`config.mk`:
```
export PLATFORM = sky130hd
export DESIGN_NAME = ram_bus_bridge
export DESIGN_NICKNAME = d
export VERILOG_FILES = /design/src/rtl/uranus_bus_pkg.sv /design/src/rtl/ram_bus_bridge.sv
export SDC_FILE = /design/constraint.sdc
export NUM_CORES = 1
export LEC_CHECK = 0
export BUFFER_PORTS_ARGS = -buffer_cell sky130_fd_sc_hd__buf_4
export CAP_MARGIN = 25
export CORE_MARGIN = 2
export CORE_UTILIZATION = 44
export CTS_BUF_LIST = sky130_fd_sc_hd__clkbuf_4
export CTS_CLUSTER_DIAMETER = 200
export DETAILED_ROUTE_END_ITERATION = 16
export GPL_TIMING_DRIVEN = 0
export PLACE_DENSITY = 0.78
export SYNTH_ARGS = -nofsm -noshare
export SYNTH_HDL_FRONTEND = slang
export SYNTH_SLANG_ARGS = --single-unit
```
`constraint.sdc`:
```
create_clock -name clk -period 1.79 [get_ports clk]
set_clock_uncertainty 0.1 [all_clocks]
set_input_delay 0.4475 -clock clk [delete_from_list [all_inputs] [get_ports clk]]
set_output_delay 0.4475 -clock clk [all_outputs]
set_load 0.05 [all_outputs]
```
`src/rtl/uranus_bus_pkg.sv`:
```
// Shared definitions for the Uranus data-memory bus bridge.
package uranus_bus_pkg;

  localparam int BE_W = 4;
  localparam logic [31:0] ERR_DATA_DEFAULT = 32'hDEAD_BEEF;

  typedef enum logic [1:0] {
    ST_IDLE = 2'd0,
    ST_WAIT = 2'd1,
    ST_DONE = 2'd2
  } bus_state_e;

endpackage

```
`src/rtl/ram_bus_bridge.sv`:
```
// Converts single-cycle core ram_* accesses into request/acknowledge bus
// transactions, stalling the core via halt and aborting unacknowledged ones.
module ram_bus_bridge
  import uranus_bus_pkg::*;
#(
  parameter int          ADDR_W   = 32,
  parameter int          DATA_W   = 32,
  parameter int          TIMEOUT  = 255,
  parameter logic [31:0] ERR_DATA = ERR_DATA_DEFAULT
) (
  input  logic              clk,
  input  logic              rst,
  input  logic              ram_en,
  input  logic [BE_W-1:0]   ram_write_en,
  input  logic [ADDR_W-1:0] ram_addr,
  input  logic [DATA_W-1:0] ram_write_data,
  output logic [DATA_W-1:0] ram_read_data,
  output logic              halt,
  output logic              bus_req,
  output logic [BE_W-1:0]   bus_we,
  output logic [ADDR_W-1:0] bus_addr,
  output logic [DATA_W-1:0] bus_wdata,
  input  logic              bus_ack,
  input  logic [DATA_W-1:0] bus_rdata,
  output logic              bus_err,
  output logic [1:0]        dbg_state
);

  // Counter value seen in the cycle where the watchdog fires: the first WAIT
  // cycle holds 0, so TIMEOUT wait cycles end at TIMEOUT-1.
  localparam logic [15:0] TO_LAST = 16'(TIMEOUT - 1);

  // Handshake: bus_req stays high in every WAIT cycle with bus_we/addr/wdata
  // stable; a one-cycle bus_ack in WAIT completes the transfer, acks elsewhere
  // are dropped.
  bus_state_e        state_q, state_d;
  logic [15:0]       cnt_q, cnt_d;
  logic [BE_W-1:0]   we_q, we_d;
  logic [ADDR_W-1:0] addr_q, addr_d;
  logic [DATA_W-1:0] wdata_q, wdata_d;
  logic [DATA_W-1:0] rdata_q, rdata_d;
  logic              err_q, err_d;
  logic              is_read;

  assign is_read = (we_q == '0);

  always_comb begin
    state_d = state_q;
    cnt_d   = cnt_q;
    we_d    = we_q;
    addr_d  = addr_q;
    wdata_d = wdata_q;
    rdata_d = rdata_q;
    err_d   = err_q;
    case (state_q)
      ST_IDLE: begin
        if (ram_en) begin
          we_d    = ram_write_en;
          addr_d  = ram_addr;
          wdata_d = ram_write_data;
          cnt_d   = '0;
          state_d = ST_WAIT;
        end
      end
      ST_WAIT: begin
        cnt_d = cnt_q + 16'd1;
        if (bus_ack) begin
          if (is_read) rdata_d = bus_rdata;
          state_d = ST_DONE;
        end else if (cnt_q == TO_LAST) begin
          if (is_read) rdata_d = ERR_DATA;
          err_d   = 1'b1;
          state_d = ST_DONE;
        end
      end
      // The core still presents the just-serviced request here; ignore it.
      ST_DONE: state_d = ST_IDLE;
      default: state_d = ST_IDLE;
    endcase
  end

  always_ff @(posedge clk or negedge rst) begin
    if (!rst) begin
      state_q <= ST_IDLE;
      cnt_q   <= '0;
      we_q    <= '0;
      addr_q  <= '0;
      wdata_q <= '0;
      rdata_q <= '0;
      err_q   <= 1'b0;
    end else begin
      state_q <= state_d;
      cnt_q   <= cnt_d;
      we_q    <= we_d;
      addr_q  <= addr_d;
      wdata_q <= wdata_d;
      rdata_q <= rdata_d;
      err_q   <= err_d;
    end
  end

  assign halt          = ((state_q == ST_IDLE) && ram_en) || (state_q == ST_WAIT);
  assign bus_req       = (state_q == ST_WAIT);
  assign bus_we        = we_q;
  assign bus_addr      = addr_q;
  assign bus_wdata     = wdata_q;
  assign ram_read_data = rdata_q;
  assign bus_err       = err_q;
  assign dbg_state     = state_q;

endmodule

```
==> flow_metrics.py <==
metrics = {
    "grt": {
        "grt_pass1_wl_um": 24180,
        "grt_pass1_vias": 4864,
        "overflow": 0,
        "grt_use_total": 0.2731,
        "grt_max_degree": 97,
        "antenna_found_initial": 0,
    },
    "final_layout": {
        "nets": 896,
        "n_antenna_cell": 0,
        "area_growth_pct": 64.64,
        "utilization": 0.7489,
        "drive_gt1_frac": 0.3773,
        "mostFrequentLayoutCell": "nand2_1",
        "stdcell_count": 939,
        "final_cell_mix": "224 x nand2_1, 211 x buf_4, 113 x dfrtp_1",
    },
    "critical_path": {
        "r2r_end": "ram_read_data[30]$_DFFE_PN0P_",
        "crit_end": "halt",
        "crit_path_top_delay_cell": "dfrtp_2",
        "critPathMaxFanout": 4,
        "critPathBufInv": 2,
        "slowest_delay_ns": 0.43,
        "startpoint": "dbg_state[0]$_DFFE_PN0P_",
        "arrival_ns": 1.46,
        "rr_startpoint": "bus_we[0]$_DFFE_PN0P_",
        "end_kind": "primary output",
        "worst-r2r-setup-slack_ns": -0.17,
        "cp_cell_sequence": "nor2_2 > or2_4 > inv_4 > buf_8",
        "path_class": "reg -> out",
        "critPathTopFamily": "flip-flops",
        "start_kind": "flip-flop",
        "cp.depth": 4,
        "ff2ff_path_depth": 6,
        "cp_data_required_time_ns": 1.24,
    },
    "timing": {
        "worstMarginPinSlew_ns": 0.5093,
        "finalSetupViolations": 35,
        "hold_slack_ns": 0.04751,
        "fin_crit_sh": 1.119,
        "slew_headroom": 0.6605,
        "slew_violations": 0,
        "rsz0062_at_grt": "yes",
        "setup_ws_ns": -0.2134,
        "fmax_ghz": 0.4991,
        "final.setup.tns_ns": -4.287,
        "finalHoldViolCount": 0,
        "fin_crit_ns": 2.003,
    },
    "cts": {
        "cts_tree": "built",
        "clk_path_buf_depth": 2,
        "root_buffer": "clkbuf_4",
        "path_clk_slew_ns": 0.12,
        "clk-insertion-delay-late_ns": 0.51,
        "cts_made_buffers": 17,
        "htree_levels": 4,
        "clock_sinks": 119,
    },
    "place": {
        "place_inst": 826,
        "dp_hpwl_um": 9725,
        "port_buffers": 208,
        "finalWeightedCongestion": 0.8359,
    },
    "synthesis": {
        "syn_area_sq_um": 4717,
        "yosysWarnings": 0,
        "avgSynthCellArea_sq_um": 9.807,
        "synth-seq-cells": 119,
        "syn_inst": 481,
        "synth.largest_area_cell": "dfrtp_1",
        "synth_top_area_share": 0.6313,
        "ys_seq_area_frac": 0.6313,
        "synth.area.top_cells": "dfrtp_1 63%, nand2_1 18%, o22a_1 4.6%",
        "syn_nets": 587,
        "synthDistinctLibCells": 37,
    },
    "power": {
        "p_leak_nw": 4.018,
        "powerDensity_nw_per_um2": 1807,
        "ir_drop_v": 0.001300,
        "finalPower_mw": 14.03,
    },
    "drt": {
        "postRouteAntennaNets": 0,
        "drc": 0,
        "drtPass1Iterations": 5,
        "wl_per_cell_um": 16.44,
        "vias": 4689,
        "routed_wl_um": 15440,
        "drt_iter0_markers": 277,
        "viasPerCell": 4.994,
    },
    "die": {
        "initial_utilization": 0.4549,
        "num_rows": 37,
        "coreArea_sq_um": 10370,
        "die-area_sq_um": 11560,
        "fp.dieW_um": 107.5,
        "die_h_um": 107.5,
        "ioPinCount": 209,
    },
    "worst_hold_path": {
        "hp-start": "ram_addr[16]",
        "hold_class": "in -> reg",
    },
    "run_status": {
        "outcome": "finished with violations",
        "violations": "setup timing",
    },
    "flow_run": {
        "maxCapViolCount": 0,
    },
}
## synth_stat cells, drive strengths merged
cell type / instances
a21boi: 1
a21oi: 3
a31oi: 3
a41o: 1
and2: 1
and3: 4
and4: 2
and4bb: 1
buf: 13
clkbuf: 14
dfrtp: 119
ha: 2
inv: 13
mux2i: 2
nand2: 225
nand2b: 1
nand3: 4
nand4: 7
nor2: 6
nor3: 3
nor4b: 1
o211ai: 4
o21a: 1
o21ai: 18
o21bai: 1
o22a: 25
o31ai: 4
or2: 1
or4: 1
## state kept, by name, indices dropped and copies added (netlist names)
register and count:
bus_addr 32, bus_err 1, bus_wdata 32, bus_we 4
cnt_q 16, dbg_state 2, ram_read_data 32
## worst min-delay path by stage
stage / endpoint / slack [ns] / cells after the start
2_1_floorplan: bus_addr[0]$_DFFE_PN0P_ / 0.05 / 0
3_3_place_gp: bus_wdata[27]$_DFFE_PN0P_ / 0.36 / 2
3_5_place_dp: ram_read_data[20]$_DFFE_PN0P_ / 0.21 / 1
4_1_cts: bus_addr[13]$_DFFE_PN0P_ / 0.0008 / 3
5_1_grt: ram_read_data[18]$_DFFE_PN0P_ / 0.0008 / 2
6_report: bus_addr[16]$_DFFE_PN0P_ / 0.05 / 3
## logic make-up (layout without fill, tap and decap cells)
family,count (synthesis),count (layout),synth area share
adders and majority gates,2,2,0.005304
AOI/OAI and AO/OA,61,61,0.09470
muxes,2,2,0.004244
DFF,119,119,0.6313
and+or+nand+nor,257,257,0.2265
buffers and inverters,40,362,0.03793
## where the power goes
group          internal, mW  switching [mW]
sequential             3.74           0.698
combinational          2.52            5.44
clock                 0.592            1.04
total                  6.85            7.18
## area by class of cell
| cell class | count | area (sq um) |
|---|---|---|
| flip-flops and latches | 119 | 2985 |
| fillers | 679 | 2604 |
| multi-input cells | 322 | 1640 |
| plain buffers | 23 | 167.7 |
| clock inverters | 12 | 82.58 |
| inverters | 13 | 58.81 |
| repair buffers | 294 | 2511 |
| well taps | 136 | 170.2 |
| clock buffers | 20 | 150.1 |
## repair_timing
item / CTS / global route
pin swaps: 28 / 6
hold buffers: 62 / 6
gates resized for setup: 50 / 24
hold endpoints to repair: 84 / 6
buffers inserted: 11 / 3
cloned: 5 / 0
setup endpoints to repair: 75 / 92
## worst min-delay path, cell delays in order
cell,delay [ns]
buf_4,0.08
nand2_1,0.04
nand2_1,0.05
## metrics by stage
step           cell area (sq um)  worst slack [ns]
2_1_floorplan               4757          -0.07842
3_3_place_gp                6489           -0.2062
3_5_place_dp                6520           -0.2285
4_1_cts                     7669           -0.3388
5_1_grt                     7766           -0.3200
6_report                    7766           -0.2134
## routing by layer
metal | share of wire | track usage
met5 | 0 | 0
met3 | 0.094 | 0.1011
met4 | 0.015 | 0.09249
met2 | 0.51 | 0.4632
met1 | 0.38 | 0.3197
Note: power is estimated with default switching activity, not from simulation.
